File: src/rtl/pcs_pkg.sv
// pcs_pkg: shared 64b/66b PCS sync-header codes, lock thresholds and block-sync state type
package pcs_pkg;
  localparam logic [1:0] SYNC_HEAD_DATA = 2'b01;
  localparam logic [1:0] SYNC_HEAD_CTRL = 2'b10;
  localparam int SH_CNT_MAX_10G = 64;
  localparam int SH_CNT_MAX_40G = 1024;
  localparam int SH_INVLD_MAX_10G = 16;
  localparam int SH_INVLD_MAX_40G = 65;
  typedef enum logic [1:0] {ST_INIT, ST_TEST, ST_SLIP} sync_state_e;
endpackage

File: src/rtl/pcs_block_sync_rx.sv
// pcs_block_sync_rx: 64b/66b rx block lock FSM, slips the gearbox until sync headers align
// ports: clk/nreset (async, active low); signal_ok_i PMA detect; valid_i/head_i/data_i from gearbox;
//        slip_v_o one-cycle bit-slip request; lock_v_o block_lock; valid_o/head_o/data_o to decoder (1-cycle latency)
module pcs_block_sync_rx
  import pcs_pkg::*;
#(
  parameter bit IS_40G       = 1,
  parameter int HEAD_W       = 2,
  parameter int DATA_W       = 64,
  parameter int SH_CNT_MAX   = IS_40G ? SH_CNT_MAX_40G : SH_CNT_MAX_10G,
  parameter int SH_INVLD_MAX = IS_40G ? SH_INVLD_MAX_40G : SH_INVLD_MAX_10G,
  parameter int SLIP_WAIT    = 2
) (
  input  logic              clk,
  input  logic              nreset,
  input  logic              signal_ok_i,
  input  logic              valid_i,
  input  logic [HEAD_W-1:0] head_i,
  input  logic [DATA_W-1:0] data_i,
  output logic              slip_v_o,
  output logic              lock_v_o,
  output logic              valid_o,
  output logic [HEAD_W-1:0] head_o,
  output logic [DATA_W-1:0] data_o
);
  localparam int CW = $clog2(SH_CNT_MAX + 1);
  localparam int WW = $clog2(SLIP_WAIT + 1);
  sync_state_e state, state_n;
  logic [CW-1:0] sh_cnt, sh_cnt_n, invld, invld_n, sh_cnt_inc, invld_inc;
  logic [WW-1:0] wait_cnt, wait_n;
  logic lock_n, slip_n, sh_ok;
  assign sh_ok = (head_i == HEAD_W'(SYNC_HEAD_DATA)) || (head_i == HEAD_W'(SYNC_HEAD_CTRL));
  assign sh_cnt_inc = sh_cnt + CW'(1);
  assign invld_inc = invld + CW'(!sh_ok);
  always_comb begin
    state_n = state;
    sh_cnt_n = sh_cnt;
    invld_n = invld;
    wait_n = wait_cnt;
    lock_n = lock_v_o;
    slip_n = 1'b0;
    if (!signal_ok_i) begin
      state_n = ST_INIT;
      sh_cnt_n = '0;
      invld_n = '0;
      wait_n = '0;
      lock_n = 1'b0;
    end else begin
      case (state)
        ST_INIT: begin
          state_n = ST_TEST;
          sh_cnt_n = '0;
          invld_n = '0;
          wait_n = '0;
          lock_n = 1'b0;
        end
        ST_TEST: if (valid_i) begin
          if ((!lock_v_o && !sh_ok) || (lock_v_o && invld_inc == CW'(SH_INVLD_MAX))) begin
            state_n = ST_SLIP;
            slip_n = 1'b1;
            lock_n = 1'b0;
            sh_cnt_n = '0;
            invld_n = '0;
            wait_n = '0;
          end else if (sh_cnt_inc == CW'(SH_CNT_MAX)) begin
            sh_cnt_n = '0;
            invld_n = '0;
            lock_n = lock_v_o || (invld == '0);
          end else begin
            sh_cnt_n = sh_cnt_inc;
            invld_n = invld_inc;
          end
        end
        ST_SLIP: if (valid_i) begin
          wait_n = wait_cnt + WW'(1);
          state_n = (wait_n == WW'(SLIP_WAIT)) ? ST_TEST : ST_SLIP;
          wait_n = (wait_n == WW'(SLIP_WAIT)) ? '0 : wait_n;
        end
        default: state_n = ST_INIT;
      endcase
    end
  end
  always_ff @(posedge clk or negedge nreset) begin
    if (!nreset) begin
      state <= ST_INIT;
      sh_cnt <= '0;
      invld <= '0;
      wait_cnt <= '0;
      lock_v_o <= 1'b0;
      slip_v_o <= 1'b0;
      valid_o <= 1'b0;
      head_o <= '0;
      data_o <= '0;
    end else begin
      state <= state_n;
      sh_cnt <= sh_cnt_n;
      invld <= invld_n;
      wait_cnt <= wait_n;
      lock_v_o <= lock_n;
      slip_v_o <= slip_n;
      valid_o <= valid_i & lock_v_o;
      head_o <= head_i;
      data_o <= data_i;
    end
  end
endmodule

File: config.mk
export PLATFORM = sky130hd
export DESIGN_NAME = pcs_block_sync_rx
export DESIGN_NICKNAME = d
export VERILOG_FILES = /design/src/rtl/pcs_pkg.sv /design/src/rtl/pcs_block_sync_rx.sv
export SDC_FILE = /design/constraint.sdc
export NUM_CORES = 1
export LEC_CHECK = 0
export ABC_AREA = 1
export CORE_MARGIN = 2
export CORE_UTILIZATION = 45
export DETAILED_ROUTE_END_ITERATION = 7
export PLACE_DENSITY = 0.82
export SETUP_SLACK_MARGIN = 0.2
export SYNTH_ARGS = -nofsm -noshare
export SYNTH_HDL_FRONTEND = slang
export SYNTH_SLANG_ARGS = --single-unit
File: constraint.sdc
create_clock -name clk -period 4.85 [get_ports clk]
set_input_delay 0.485 -clock clk [delete_from_list [all_inputs] [get_ports clk]]
set_output_delay 0.485 -clock clk [all_outputs]
set_load 0.03 [all_outputs]
==> PnR_summary.wiki, run 1 <==
{| class="wikitable"
! Metric !! Value
|-
| Relative max-transition margin || roughly three fifths
|-
| Termination of the worst setup path || lock_v_o$_DFFE_PN0P_
|-
| Chip height || between 90 and 100 um
|-
| Die extent in x || approximately 93 um
|-
| Number of synthesized flops with an enable pin || 0
|-
| Cell types occupying the most area after synthesis || sky130_fd_sc_hd__dfrtp_1, sky130_fd_sc_hd__nand2_1, sky130_fd_sc_hd__nand3_1
|-
| Outcome || finished clean
|-
| Number of cell rows || 32
|-
| Routed wirelength normalized by instance count || roughly 15 um
|-
| RSZ-0062 raised after global routing || false
|-
| Number of setup buffers added after CTS || 0
|-
| GRT overflow || 0
|-
| VDD IR max || 0.2297 mV
|-
| Level count of the clock H-tree || 3
|-
| Most used standard cell by instance count after synthesis || sky130_fd_sc_hd__dfrtp_1
|-
| Global-route wire length before repair || 15320 um
|-
| DP Area || 5074 sq um
|-
| Global routing usage summed across all routing layers || 23.66%
|-
| Clk buf depth || 2
|-
| Number of global-route vias before repair || a little over 3000
|-
| Arrival time reported for the critical path endpoint || 3040 ps
|-
| Setup TNS Final || 0 ps
|-
| Number of search-and-repair iterations in the first detailed-routing pass || 5
|-
| Total Wirelength || ~9300 um
|-
| Largest stage delay on the critical path || 430 ps
|-
| Final net count || between 500 and 600
|-
| Number of cells upsized or downsized after cts || 0
|-
| Avg Inst Size Synth || 10.13 sq um
|-
| Hold buffers post-CTS || 0
|-
| Quantity of I/O buffers inserted on ports || approximately 140
|-
| Maximum operating frequency || between 300 and 400 MHz
|-
| Leakage power || ~2.3 nW
|-
| Cell total after placement || roughly 590
|-
| Worst setup skew after layout || approximately 4.4 ps
|-
| Fraction of final layout cells sized beyond drive strength 1 || ~6.9%
|-
| Commonest register cell after synthesis || sky130_fd_sc_hd__dfrtp_1
|-
| Post-synthesis sequential area ratio || 66.27%
|-
| Worst Hold Class || input port to async pin
|-
| Clock Tree Root || sky130_fd_sc_hd__clkbuf_8
|-
| Start of the worst register-to-register path || invld[0]$_DFFE_PN0P_
|-
| CTS tree || built
|-
| Critical path data required time || just over 5000 ps
|-
| Origin of the worst setup path || head_i[1]
|-
| Family of cells with the greatest summed delay on the critical path || simple AND/OR/NAND/NOR gates
|-
| Dpl ws || between 1500 and 2000 ps
|-
| Flop2flop setup slack || approximately 2500 ps
|-
| Synthesized netlist net count || 427
|-
| Cell type of the slowest stage on the worst timing path || sky130_fd_sc_hd__clkdlybuf4s50_1
|-
| Clock transition at path regs || around 90 ps
|-
| Syn-to-layout area delta || 47.09%
|-
| Top cells by instance count after synthesis || sky130_fd_sc_hd__dfrtp_1, sky130_fd_sc_hd__nand2_1, sky130_fd_sc_hd__nand3_1
|-
| Endpoint type of the worst setup path || flip-flop
|-
| Tcrit/Tclk final || 57.33%
|-
| Worst skew pair latency || roughly 360 ps
|-
| Number of storage elements in the synthesis netlist || 95
|-
| DRC || 0
|-
| Maximum number of pins on one net before global-route repair || 50
|-
| CP startpoint kind || input port
|-
| Critical Path Fanout Max || 14
|-
| Area leader, netlist || sky130_fd_sc_hd__dfrtp_1
|-
| Register-to-Register Path Depth || 13
|-
| Post-route cell area || approximately 5300 sq um
|-
| Final count of pins violating max slew || 0
|-
| Proportion of register bits with asynchronous set or reset after synthesis || 100.0%
|-
| Critical register-to-register path endpoint || lock_v_o$_DFFE_PN0P_
|-
| Actual slew at the worst max-slew pin || slightly above 600 ps
|-
| Num CTS Buffers || 9
|-
| Cells along the critical path || clkdlybuf4s50_1, xnor2_1, ha_1, ha_1, nand3_1, o21ai_0, nand2_1, nand2_1, nor2_1, nand3_2, nand2_2, nor2_4, nor2_1, nand2_1, nand2_1
|-
| Overall die area || around 8700 sq um
|-
| # Max-Cap Violations || 0
|-
| Logic depth of the worst setup path including buffers || 15
|-
| Area of the placeable core || roughly 7700 sq um
|-
| Synthesis Warnings || 0
|-
| Critical path class || input port to flip-flop
|-
| Dominant cell type by count on the critical path || sky130_fd_sc_hd__nand2_1
|-
| DR vias/cell || just under 5
|-
| Post-route insts no fill || 607
|-
| Final hold viol count || 0
|-
| I/O Pins || roughly 140
|-
| Final setup violation count || 0
|-
| Ant diodes || 0
|-
| Detailed Route Iter0 Violations || 158
|-
| Ratio of total power to cell area || ~330 nW/um^2
|-
| Gate count of the mapped netlist || roughly 350
|-
| Number of routed nets with antenna violations || 0
|-
| Netlist Area Pre-Place || 3587 sq um
|-
| Via count of the routed design || between 2000 and 3000
|-
| Initial antenna violation count || 0
|-
| CTS Sinks || 95
|-
| Fin worst setup slack || between 2000 and 2500 ps
|-
| Initial core utilization || 46.42%
|-
| Number of distinct standard cells referenced by the synthesized netlist || 26
|-
| Half-perimeter wire length after placement || 7101 um
|-
| Area share of the largest cell type after synthesis || around 66%
|-
| Post-route minimum period || about 2800 ps
|-
| Buffer and inverter count on the worst path || 1
|-
| Final weighted congestion in routability-driven placement || roughly 0.84
|}
flip-flops by register name, summed over array words and instances, names as in the netlist:
name and count:
sh_cnt 11, lock_v_o 1, invld 11, valid_o 1, state 2, data_o 64
wait_cnt 2, head_o 2, slip_v_o 1
area by class of cell:
class / instances / area [sq um]
well taps: 102 / 127.6
repair buffers: 140 / 1394
flip-flops and latches: 95 / 2377
clock buffers: 10 / 137.6
multi-input cells: 217 / 1036
fillers: 555 / 2451
inverters: 37 / 138.9
clock inverters: 6 / 65.06
how the worst min path moves through the flow:
| stage | cells past startpoint | to | slack, ps | start |
|---|---|---|---|---|
| finish | 1 | sh_cnt[7]$_DFFE_PN0P_ | 120 | nreset |
| detailed placement | 2 | wait_cnt[1]$_DFFE_PN0P_ | 460 | wait_cnt[1]$_DFFE_PN0P_ |
| global route | 1 | sh_cnt[6]$_DFFE_PN0P_ | 160 | nreset |
| floorplan | 0 | data_o[0]$_DFF_PN0_ | 190 | nreset |
| global placement | 2 | wait_cnt[1]$_DFFE_PN0P_ | 460 | wait_cnt[1]$_DFFE_PN0P_ |
| CTS | 1 | data_o[5]$_DFF_PN0_ | 130 | nreset |
placed cells by master (no fill, tap or decap), drive strengths merged:
| cell type | n |
|---|---|
| clkdlybuf4s50 | 137 |
| dfrtp | 95 |
| nand2 | 94 |
| nand3 | 41 |
| inv | 39 |
| nor2 | 34 |
| o21ai | 21 |
| clkbuf | 10 |
| nand4 | 6 |
| nor3 | 4 |
| o22ai | 4 |
| clkinv | 4 |
| nor4 | 3 |
| ha | 3 |
| buf | 3 |
| o21bai | 2 |
| xor2 | 2 |
| xnor2 | 1 |
| nand3b | 1 |
| a21oi | 1 |
layer usage:
layer | track usage, % | routed length [um] | up-vias
met1 | 27.31 | 3488 | 1394
met3 | 5.721 | 568 | 21
met2 | 41.49 | 5025 | 101
li1 | - | - | 1422
met5 | 0 | 0 | -
met4 | 10.78 | 241 | 0
power by group:
part	total, mW	switching [mW]	internal [mW]
Clock	0.509	0.294	0.214
Combinational	0.356	0.215	0.141
Sequential	0.861	0.0255	0.836
Total	1.73	0.535	1.19
metrics by stage:
stage          utilization, %  hold slack (ps)  power [mW]
3_5_place_dp            65.66            462.7       1.233
2_1_floorplan               -            189.4       1.060
3_3_place_gp            65.66            458.7       1.225
5_1_grt                 68.28            164.0       1.814
6_report                68.28            119.6       1.726
4_1_cts                 68.28            131.3       1.745
cell families after synthesis:
logic type	after synthesis	synth area share, %
flip-flops	95	66.27
AND/OR/NAND/NOR	183	22.92
AO/OA/AOI/OAI	28	4.185
adder cells (fa/ha/maj)	3	1.047
XOR/XNOR	3	0.7326
buffers and inverters	42	4.848
worst reg2reg max path, cell delays in order (launching register included):
cell and delay, ps:
sky130_fd_sc_hd__dfrtp_1 400, sky130_fd_sc_hd__ha_1 210, sky130_fd_sc_hd__ha_1 290, sky130_fd_sc_hd__nand3_1 160
sky130_fd_sc_hd__o21ai_0 190, sky130_fd_sc_hd__nand2_1 100, sky130_fd_sc_hd__nand2_1 70, sky130_fd_sc_hd__nor2_1 40
sky130_fd_sc_hd__nand3_2 90, sky130_fd_sc_hd__nand2_2 90, sky130_fd_sc_hd__nor2_4 340, sky130_fd_sc_hd__nor2_1 110
sky130_fd_sc_hd__nand2_1 80, sky130_fd_sc_hd__nand2_1 40
(Power assumes the default switching activity.)
==> run 2: changes to the inputs <==
--- a/config.mk
+++ b/config.mk
@@ -7,9 +7,9 @@
 export LEC_CHECK = 0
 export ABC_AREA = 1
 export CORE_MARGIN = 2
-export CORE_UTILIZATION = 45
+export CORE_UTILIZATION = 39
 export DETAILED_ROUTE_END_ITERATION = 7
-export PLACE_DENSITY = 0.82
+export PLACE_DENSITY = 0.75
 export SETUP_SLACK_MARGIN = 0.2
 export SYNTH_ARGS = -nofsm -noshare
 export SYNTH_HDL_FRONTEND = slang
==> constraint.sdc (replaced) <==
create_clock -name clk -period 2.46 [get_ports clk]
set_input_delay 0.246 -clock clk [delete_from_list [all_inputs] [get_ports clk]]
set_output_delay 0.246 -clock clk [all_outputs]
set_load 0.03 [all_outputs]
==> run 2 against run 1 <==
Compared with the run above: total power grew 100%; clock-buffer cell count shrank 1; sequential power grew 97%; non-clock buffer count grew 13; worst setup slack lost 1700 ps; combinational power grew 110%; clock power grew 100%; global-route usage shrank 3.0 points; critical path depth is the same; die area grew 15%; critical endpoint unchanged; highest routed layer unchanged.
==> PnR_summary.wiki, run 2 (synthesized netlist as in run 1, its figures left out) <==
{| class="wikitable"
! Metric !! Value
|-
| I/O Pins || between 100 and 150
|-
| Chip height || 99.91 um
|-
| Critical path data required time || approximately 2800 ps
|-
| Number of flip-flops under the largest register name || 64
|-
| Combined area of the multi-input logic cells || roughly 1100 sq um
|-
| # Max-Cap Violations || 0
|-
| Met1 usage in global routing || 23.36%
|-
| Hold endpoint || head_o[1]$_DFF_PN0_
|-
| Ratio of total power to cell area || about 630 nW/um^2
|-
| Most congested layer reported by global routing || met2
|-
| Met3 usage in global routing || under 10%
|-
| Outcome || finished clean
|-
| Start of the worst register-to-register path || invld[0]$_DFFE_PN0P_
|-
| DRC || 0
|-
| Actual slew at the worst max-slew pin || around 360 ps
|-
| Fraction of final layout cells sized beyond drive strength 1 || 10.81%
|-
| Clk buf depth || 2
|-
| Clock transition at path regs || 100 ps
|-
| Endpoint type of the worst setup path || flip-flop
|-
| CTS tree || built
|-
| Post-route minimum period || 2115 ps
|-
| Relative max-transition margin || 75.71%
|-
| Number of global-route vias before repair || between 3000 and 4000
|-
| Worst skew pair latency || between 300 and 400 ps
|-
| Tcrit/Tclk final || between 80% and 90%
|-
| RSZ-0062 raised after global routing || false
|-
| Cell total after placement || approximately 600
|-
| Initial core utilization || between 40% and 50%
|-
| GRT overflow || 0
|-
| Leading cell type in the layout, fill and taps excluded || sky130_fd_sc_hd__clkdlybuf4s50_1
|-
| Syn-to-layout area delta || 52.39%
|-
| Level count of the clock H-tree || 3
|-
| Critical register-to-register path endpoint || lock_v_o$_DFFE_PN0P_
|-
| Final hold slack || 70.24 ps
|-
| Dpl ws || -215.5 ps
|-
| Fin worst setup slack || between 300 and 400 ps
|-
| Largest regs || data_o: 64 flops, invld: 11 flops, sh_cnt: 11 flops
|-
| Final weighted congestion in routability-driven placement || 0.8878
|-
| Global routing usage summed across all routing layers || between 20% and 30%
|-
| Critical Path Fanout Max || 14
|-
| Total Wirelength || 9634 um
|-
| Leakage power || around 2.4 nW
|-
| FF/Latch Area || 2377 sq um
|-
| Initial antenna violation count || 0
|-
| VDD IR max || between 0.4 and 0.5 mV
|-
| Critical path class || flip-flop to flip-flop
|-
| Final setup violation count || 0
|-
| Number of routed nets with antenna violations || 0
|-
| Post-route insts no fill || 626
|-
| Number of search-and-repair iterations in the first detailed-routing pass || 5
|-
| Final net count || around 590
|-
| Flop2flop setup slack || between 300 and 400 ps
|-
| Ant diodes || 0
|-
| Number of cell rows || 34
|-
| Biggest register || data_o
|-
| Grt met2 use || a little over a third
|-
| Overall die area || around 10000 sq um
|-
| Routed wirelength normalized by instance count || around 15 um
|-
| Quantity of I/O buffers inserted on ports || roughly 140
|-
| DP Area || ~5200 sq um
|-
| Post-route cell area || 5466 sq um
|-
| Half-perimeter wire length after placement || between 7000 and 8000 um
|-
| Area of the placeable core || 8806 sq um
|-
| CP startpoint kind || flip-flop
|-
| Maximum operating frequency || approximately 470 MHz
|-
| Final hold viol count || 0
|-
| Via count of the routed design || slightly above 3000
|-
| Power Total || ~3.5 mW
|-
| Arrival time reported for the critical path endpoint || 2420 ps
|-
| Final-layout fill cell count || between 700 and 800
|-
| Origin of the worst min-delay path || head_i[1]
|-
| Global-route wire length before repair || between 15000 and 20000 um
|-
| Maximum number of pins on one net before global-route repair || between 40 and 50
|-
| Num CTS Buffers || 9
|-
| Detailed Route Iter0 Violations || about 200
|-
| Final count of pins violating max slew || 0
|-
| Die extent in x || ~100 um
|-
| CTS Sinks || between 90 and 100
|-
| Worst setup skew after layout || around 10 ps
|-
| Clock Tree Root || sky130_fd_sc_hd__clkbuf_8
|-
| Commonest cells after routing, fill and taps aside || sky130_fd_sc_hd__clkdlybuf4s50_1, sky130_fd_sc_hd__dfrtp_1, sky130_fd_sc_hd__nand2_1, sky130_fd_sc_hd__nand3_1, sky130_fd_sc_hd__inv_1
|-
| DR vias/cell || between 4 and 5
|-
| Register-to-Register Path Depth || 15
|-
| Worst Hold Class || input port to flip-flop
|-
| Hold path cells || 1
|}
run 2: how the worst max path moves through the flow:
stage	start	to	slack, ps	cells after the start
2_1_floorplan	head_i[1]	sh_cnt[6]$_DFFE_PN0P_	480	15
3_3_place_gp	head_i[1]	lock_v_o$_DFFE_PN0P_	-130	16
3_5_place_dp	head_i[1]	lock_v_o$_DFFE_PN0P_	-220	17
4_1_cts	head_i[1]	lock_v_o$_DFFE_PN0P_	210	17
5_1_grt	invld[0]$_DFFE_PN0P_	lock_v_o$_DFFE_PN0P_	200	15
6_report	invld[0]$_DFFE_PN0P_	lock_v_o$_DFFE_PN0P_	350	15
run 2: stage by stage:
step,utilization [%],TNS (ps)
after floorplan,-,0
after global placement,58.92,-1589
final,62.08,0
after global routing,62.08,0
after detailed placement,58.92,-4093
after CTS,61.45,0
run 2: worst max-delay path, cell delays in order (launching register included):
cell                      delay [ps]
sky130_fd_sc_hd__dfrtp_1         430
sky130_fd_sc_hd__ha_2            220
sky130_fd_sc_hd__ha_4            180
sky130_fd_sc_hd__buf_4           140
sky130_fd_sc_hd__nand4_1          80
sky130_fd_sc_hd__nand2_1          80
sky130_fd_sc_hd__nor2_1          100
sky130_fd_sc_hd__nand2_1          70
sky130_fd_sc_hd__nor2_2           90
sky130_fd_sc_hd__nand3_2         130
sky130_fd_sc_hd__nand2_4         120
sky130_fd_sc_hd__nor2_4           50
sky130_fd_sc_hd__buf_12          140
sky130_fd_sc_hd__nor2_1          110
sky130_fd_sc_hd__nand2_1          60
sky130_fd_sc_hd__nand2_1          60
run 2: cell type report:
type / instances / share of cell area (%)
Inverter: 37 / 2.541
Clock inverter: 7 / 1.442
Multi-Input combinational cell: 217 / 19.91
Sequential cell: 95 / 43.49
Tap cell: 108 / 2.472
Timing Repair Buffer: 153 / 27.88
Clock buffer: 9 / 2.266
run 2: power breakdown:
part	internal [mW]	switching (mW)
Clock	0.400	0.622
Sequential	1.65	0.0521
Combinational	0.300	0.434
Total	2.35	1.11
run 2: metal layers:
metal  part of all wire [%]  routed length (um)
met5                      0                   0
met4                    2.6                 251
met3                    6.7                 641
met2                     54                5161
met1                     37                3579
run 2: timing repair:
action / in CTS / in global routing
cloned: 0 / 0
hold endpoints to repair: 22 / 0
setup buffers: 0 / 1
setup endpoints to repair: 2 / 27
pin swaps: 0 / 4
hold buffers: 1 / 0
gates resized for setup: 2 / 13
